==> config.mk <==
export PLATFORM = sky130hd
export DESIGN_NAME = btn_input_conditioner_flat
export DESIGN_NICKNAME = d
export VERILOG_FILES = /design/src/rtl/btn_input_conditioner_pkg.sv /design/src/rtl/btn_input_conditioner_if.sv /design/src/rtl/btn_input_conditioner_channel.sv /design/src/rtl/btn_input_conditioner.sv /design/src/flat_wrapper.sv
export SDC_FILE = /design/constraint.sdc
export NUM_CORES = 1
export LEC_CHECK = 0
export CORE_UTILIZATION = 30
export DETAILED_ROUTE_END_ITERATION = 8
export GPL_ROUTABILITY_DRIVEN = 0
export GPL_TIMING_DRIVEN = 0
export PLACE_DENSITY = 0.54
export SLEW_MARGIN = 0
export SYNTH_ARGS = -nofsm -noshare
export SYNTH_HDL_FRONTEND = slang
export SYNTH_SLANG_ARGS = --single-unit
export TNS_END_PERCENT = 30
==> constraint.sdc <==
create_clock -name clk -period 2.2 [get_ports clk]
set_clock_uncertainty 0.15 [all_clocks]
set_input_delay 0.44 -clock clk [delete_from_list [all_inputs] [get_ports clk]]
set_output_delay 0.44 -clock clk [all_outputs]
set_load 0.05 [all_outputs]
==> src/rtl/btn_input_conditioner_pkg.sv <==
// Shared constants and types for the push-button input conditioner.
// Button indices follow the board bit order {down, right, middle, left, up}.
package btn_input_conditioner_pkg;

  localparam int NUM_BTN    = 5;

  localparam int BTN_UP     = 0;
  localparam int BTN_LEFT   = 1;
  localparam int BTN_MIDDLE = 2;
  localparam int BTN_RIGHT  = 3;
  localparam int BTN_DOWN   = 4;

  // 20 ms debounce and 3 s long-press at a 100 MHz system clock.
  localparam int DEFAULT_DEBOUNCE_CYCLES = 2_000_000;
  localparam int DEFAULT_LONG_CYCLES     = 300_000_000;

  typedef logic [NUM_BTN-1:0] btn_vec_t;

endpackage

==> src/rtl/btn_input_conditioner_if.sv <==
// Button bundle between the board pins and the control logic.
// The slave side is the conditioner; the master side drives the raw pins.
interface btn_input_conditioner_if;
  import btn_input_conditioner_pkg::*;

  btn_vec_t btn_raw;
  btn_vec_t btn_level;
  btn_vec_t btn_press;
  btn_vec_t btn_release;
  btn_vec_t btn_long;

  modport master (
    output btn_raw,
    input  btn_level,
    input  btn_press,
    input  btn_release,
    input  btn_long
  );

  modport slave (
    input  btn_raw,
    output btn_level,
    output btn_press,
    output btn_release,
    output btn_long
  );

endinterface

==> src/rtl/btn_input_conditioner_channel.sv <==
// One button: 2-flop synchroniser, debounce counter, press/release pulses and,
// when LONG_PRESS_EN is defined, a saturating hold counter for the long-press pulse.
module btn_channel #(
  parameter int DEBOUNCE_CYCLES = 2_000_000,
  parameter int LONG_CYCLES     = 300_000_000
) (
  input  logic clk,
  input  logic rst,
  input  logic btn_raw,
  output logic btn_level,
  output logic btn_press,
  output logic btn_release,
  output logic btn_long
);

  localparam int             DW   = $clog2(DEBOUNCE_CYCLES);
  localparam logic [DW-1:0]  DMAX = DW'(DEBOUNCE_CYCLES - 1);

  logic          s1_q, s1_d;
  logic          s2_q, s2_d;
  logic          stable_q, stable_d;
  logic [DW-1:0] dcnt_q, dcnt_d;
  logic          press_q, press_d;
  logic          release_q, release_d;

  always_comb begin
    s1_d      = btn_raw;
    s2_d      = s1_q;
    stable_d  = stable_q;
    dcnt_d    = '0;
    press_d   = 1'b0;
    release_d = 1'b0;
    // Any sample matching the accepted state restarts the count.
    if (s2_q != stable_q) begin
      if (dcnt_q == DMAX) begin
        stable_d  = s2_q;
        press_d   = s2_q;
        release_d = ~s2_q;
      end else begin
        dcnt_d = dcnt_q + 1'b1;
      end
    end
  end

  always_ff @(posedge clk) begin
    if (rst) begin
      s1_q      <= 1'b0;
      s2_q      <= 1'b0;
      stable_q  <= 1'b0;
      dcnt_q    <= '0;
      press_q   <= 1'b0;
      release_q <= 1'b0;
    end else begin
      s1_q      <= s1_d;
      s2_q      <= s2_d;
      stable_q  <= stable_d;
      dcnt_q    <= dcnt_d;
      press_q   <= press_d;
      release_q <= release_d;
    end
  end

  assign btn_level   = stable_q;
  assign btn_press   = press_q;
  assign btn_release = release_q;

`ifdef LONG_PRESS_EN
  localparam int            HW    = $clog2(LONG_CYCLES);
  localparam logic [HW-1:0] HMAX  = HW'(LONG_CYCLES - 1);
  localparam logic [HW-1:0] HFIRE = HW'(LONG_CYCLES - 2);

  logic [HW-1:0] hcnt_q, hcnt_d;
  logic          long_q, long_d;

  // Saturation at HMAX means HFIRE is passed only once per press.
  always_comb begin
    hcnt_d = '0;
    long_d = 1'b0;
    if (stable_q) begin
      hcnt_d = (hcnt_q == HMAX) ? hcnt_q : hcnt_q + 1'b1;
      long_d = (hcnt_q == HFIRE);
    end
  end

  always_ff @(posedge clk) begin
    if (rst) begin
      hcnt_q <= '0;
      long_q <= 1'b0;
    end else begin
      hcnt_q <= hcnt_d;
      long_q <= long_d;
    end
  end

  assign btn_long = long_q;
`else
  // Constant 0; the parameter stays referenced so both builds share one port list.
  assign btn_long = 1'b0 & (LONG_CYCLES >= 2);
`endif

endmodule

==> src/rtl/btn_input_conditioner.sv <==
// Five independent button channels behind one interface port.
// Optional long-press hold counters are built when LONG_PRESS_EN is defined.
module btn_input_conditioner
  import btn_input_conditioner_pkg::*;
#(
  parameter int DEBOUNCE_CYCLES = DEFAULT_DEBOUNCE_CYCLES,
  parameter int LONG_CYCLES     = DEFAULT_LONG_CYCLES
) (
  input  logic                     clk,
  input  logic                     rst,
  btn_input_conditioner_if.slave   bus
);

  btn_vec_t level_w;
  btn_vec_t press_w;
  btn_vec_t release_w;
  btn_vec_t long_w;

  for (genvar gi = 0; gi < NUM_BTN; gi++) begin : g_ch
    btn_channel #(
      .DEBOUNCE_CYCLES (DEBOUNCE_CYCLES),
      .LONG_CYCLES     (LONG_CYCLES)
    ) u_channel (
      .clk         (clk),
      .rst         (rst),
      .btn_raw     (bus.btn_raw[gi]),
      .btn_level   (level_w[gi]),
      .btn_press   (press_w[gi]),
      .btn_release (release_w[gi]),
      .btn_long    (long_w[gi])
    );
  end

  assign bus.btn_level   = level_w;
  assign bus.btn_press   = press_w;
  assign bus.btn_release = release_w;
  assign bus.btn_long    = long_w;

endmodule
==> src/flat_wrapper.sv <==
// flat-port wrapper written by rule: the top's interface ports become plain ports
module btn_input_conditioner_flat import btn_input_conditioner_pkg::*;
#(
  parameter int DEBOUNCE_CYCLES = DEFAULT_DEBOUNCE_CYCLES,
  parameter int LONG_CYCLES     = DEFAULT_LONG_CYCLES
)
  (clk, rst, bus_btn_raw, bus_btn_level, bus_btn_press, bus_btn_release, bus_btn_long);
  btn_input_conditioner_if bus_i ();
  input  logic clk;
  input  logic rst;
  input wire logic [$bits(bus_i.btn_raw)-1:0] bus_btn_raw;
  output wire logic [$bits(bus_i.btn_level)-1:0] bus_btn_level;
  output wire logic [$bits(bus_i.btn_press)-1:0] bus_btn_press;
  output wire logic [$bits(bus_i.btn_release)-1:0] bus_btn_release;
  output wire logic [$bits(bus_i.btn_long)-1:0] bus_btn_long;
  assign bus_i.btn_raw = bus_btn_raw;
  assign bus_btn_level = bus_i.btn_level;
  assign bus_btn_press = bus_i.btn_press;
  assign bus_btn_release = bus_i.btn_release;
  assign bus_btn_long = bus_i.btn_long;
  btn_input_conditioner #(.DEBOUNCE_CYCLES(DEBOUNCE_CYCLES), .LONG_CYCLES(LONG_CYCLES)) u_core (.clk(clk), .rst(rst), .bus(bus_i));
endmodule
==> results.json <==
{
  "clockPowerShare_pct": 52.9,
  "synthTopCellsByArea": "dfxtp_1, nor2_1, xor2_1",
  "grt_pass1_vias": 4117,
  "p_switching_mw": 1.08,
  "viasPerCell": 4.77,
  "yosysTopAreaCellShare_pct": 44.8,
  "core_mm2": 0.0188,
  "critical_path.cell_chain": "nand4_4 -> or4_4 -> o21ai_4 -> buf_6 -> nor2_1",
  "synthMuxAreaShare_pct": 0,
  "min_to": "u_core.g_ch[2].u_channel.s2_q$_SDFF_PP0_",
  "cp_slowest_stage_delay_ns": 0.58,
  "worstHoldStart": "u_core.g_ch[2].u_channel.s1_q$_SDFF_PP0_",
  "grt_pass1_wl_um": 19900,
  "rr_worst_depth": 5,
  "numCtsBuffers": 17,
  "clk_latency_ns": 0.42,
  "syn_area_mm2": 0.00581,
  "drtAntennaViolNets": 0,
  "outcome": "finished clean",
  "yosysWarnings": 0,
  "rsz0062_at_grt": "yes",
  "ys_ff_latch": 130,
  "synth_top_area_cell": "dfxtp_1",
  "required_ns": 2.35,
  "ys_top_cells_by_count": "dfxtp_1, nor2_1, nand3_1, a21oi_1, xor2_1",
  "grt_usage_pct": 12.6,
  "area_growth_pct": 19.6,
  "syn_area_per_cell_um2": 8.84,
  "antennaDiodeCount": 0,
  "synth-adder-area-share_pct": 1.08,
  "die-area_mm2": 0.0199,
  "max_freq_ghz": 0.487,
  "min_period_ns": 2.05,
  "drt_first_pass_iters": 4,
  "die_w_um": 141,
  "hold_depth": 1,
  "numClockSinks": 130,
  "clk_pin_slew_worst_paths_ns": 0.05,
  "cp-start-kind": "register",
  "antenna_found_initial": 0,
  "cts_root_buffer": "clkbuf_16",
  "max-cap-violations": 0,
  "syn_inst": 657,
  "cp_max_fo": 10,
  "synth-xor-area-share_pct": 10.1,
  "hpwl_um": 8220,
  "hp-class": "register to register",
  "worst_slew_pin_slew_ns": 0.528,
  "grt_max_degree": 17,
  "internal_power_mw": 4.15,
  "async_reset_ff_share_pct": 0,
  "hold_violations": 0,
  "synthDistinctLibCells": 44,
  "hold_buffers": 0,
  "grt_overflow": 0,
  "synth_edf_count": 0,
  "vias": 4641,
  "holdWs_ns": 0.281,
  "p_comb_share_pct": 1.6,
  "rr_startpoint": "u_core.g_ch[3].u_channel.dcnt_q[2]$_SDFF_PP0_",
  "finalMaxSlewViolations": 0,
  "die_height_um": 141,
  "wl_per_cell_um": 12.2,
  "ys.flop_type": "dfxtp_1",
  "power_leakage_nw": 2.24,
  "post_cts_buffers": 0,
  "synthMostInstantiatedCell": "dfxtp_1",
  "r2r-end": "u_core.g_ch[3].u_channel.dcnt_q[5]$_SDFF_PP0_",
  "ys_seq_area_share_pct": 44.8,
  "nNetsFinal": 712,
  "total_power_mw": 5.23,
  "cts_tree": "built",
  "ioPinCount": 27,
  "htreeDepth": 4,
  "drc": 0,
  "end_kind": "register",
  "wirelength_um": 11900,
  "worstPathArrival_ns": 2.21,
  "clock_path_buffers": 2,
  "ir_worst_vdd_mv": 0.544,
  "worst_path_max_delay_cell": "or4_4",
  "p_seq_share_pct": 45.5,
  "synth_top_family_by_area": "simple AND/OR/NAND/NOR gates",
  "fin_crit_sh_pct": 93.3,
  "critPathKind": "register to register",
  "row_count": 50,
  "yosys.area_share.simple_pct": 30.6,
  "p_sw_share_pct": 20.6,
  "setup_violations": 0,
  "drive_gt1_share_pct": 13.0,
  "synth_compound_area_share_pct": 7.97,
  "slew_headroom_pct": 64.5,
  "first_iter_violations": 146,
  "powerDensity_mw_per_mm2": 752,
  "port_buffers": 21,
  "worst-r2r-setup-slack_ns": 0.15,
  "initial_core_util_pct": 30.9
}
==> worst max-delay path by stage <==
| stage | endpoint | from | cells after the start | slack, ns |
|---|---|---|---|---|
| global placement | u_core.g_ch[1].u_channel.btn_release$_SDFF_PP0_ | rst | 4 | -0.39 |
| floorplan | u_core.g_ch[3].u_channel.dcnt_q[12]$_SDFF_PP0_ | u_core.g_ch[3].u_channel.dcnt_q[0]$_SDFF_PP0_ | 6 | 0.19 |
| detailed placement | u_core.g_ch[1].u_channel.btn_release$_SDFF_PP0_ | rst | 4 | -0.39 |
| global route | u_core.g_ch[1].u_channel.dcnt_q[13]$_SDFF_PP0_ | u_core.g_ch[1].u_channel.dcnt_q[0]$_SDFF_PP0_ | 6 | -0.02 |
| finish | u_core.g_ch[3].u_channel.dcnt_q[5]$_SDFF_PP0_ | u_core.g_ch[3].u_channel.dcnt_q[2]$_SDFF_PP0_ | 5 | 0.15 |
| CTS | bus_btn_release[1] | u_core.g_ch[1].u_channel.btn_release$_SDFF_PP0_ | 2 | 0.006 |
==> critical path: cells and delay by family (launching register included) <==
kind            cells  cell delay (ns)
simple gates        3             0.81
flops               1             0.47
compound gates      1             0.31
buf+inv             1             0.19
==> what timing repair did <==
| item | CTS | global route |
|---|---|---|
| endpoints found under the setup margin | 64 | 99 |
| gates resized for setup | 19 | 16 |
| pin swaps | 1 | 0 |
==> kinds of logic after synthesis <==
kind of cell	after synthesis
simple gates	316
buf+inv	57
xor+xnor	67
flops	130
compound gates	81
fa+ha+maj	5
other cells	1
==> routing by layer <==
metal | up-vias | share of wire [%] | global-route usage, %
met1 | 2148 | 51 | 16.6
met3 | 14 | 3.4 | 3.40
met4 | 0 | 1.3 | 5.32
met2 | 50 | 44 | 19.2
met5 | - | 0 | 0
li1 | 2429 | - | -
==> power groups by stage <==
| stage | clock (mW) | combinational, mW | sequential (mW) |
|---|---|---|---|
| after CTS | 2.84 | 0.0851 | 2.37 |
| after detailed placement | 0 | 0.0842 | 2.43 |
| final | 2.76 | 0.0849 | 2.38 |
| after global placement | 0 | 0.0846 | 2.43 |
| after floorplan | 0 | 0.0575 | 2.42 |
| after global routing | 2.96 | 0.0930 | 2.38 |
==> layout by cell type, fill, tap and decap left out, drive strengths merged, types with 14 or more instances in the layout <==
cell type	netlist	final
and3	17	17
dfxtp	130	130
xnor2	32	32
inv	15	15
o31ai	14	14
nand4	31	31
nor2	84	84
and4	19	19
buf	29	38
or4	16	16
o21ai	26	26
xor2	35	35
a21oi	38	38
nand3	47	47
or3	18	18
nand2	30	30
clkbuf	13	36
==> sequential cells by signal (all words and copies together) (netlist names) <==
name / count
u_core.g_ch.u_channel.btn_level: 5
u_core.g_ch.u_channel.dcnt_q: 105
u_core.g_ch.u_channel.s2_q: 5
u_core.g_ch.u_channel.btn_release: 5
u_core.g_ch.u_channel.s1_q: 5
u_core.g_ch.u_channel.btn_press: 5
==> layout make-up <==
type,count,area (um^2)
buffer,41,267
clock inverter,9,105
sequential,130,2610
fill,1921,11900
clock buffer,23,478
timing repair buffer,21,179
inverter,15,56.3
multi-input combinational,474,2930
tap,260,325
==> stage by stage <==
step | TNS (ns) | setup slack [ns] | util [%] | cell area [um^2] | cells
after floorplan | 0 | 0.191 | - | 5830 | 661
after global placement | -8.43 | -0.390 | 33.8 | 6360 | 942
after detailed placement | -8.02 | -0.393 | 33.8 | 6360 | 942
after CTS | 0 | 0.00601 | 36.8 | 6920 | 974
after global routing | -0.0938 | -0.0153 | 36.9 | 6950 | 973
final | 0 | 0.147 | 36.9 | 6950 | 973
Power figures use the tool's default switching activity.
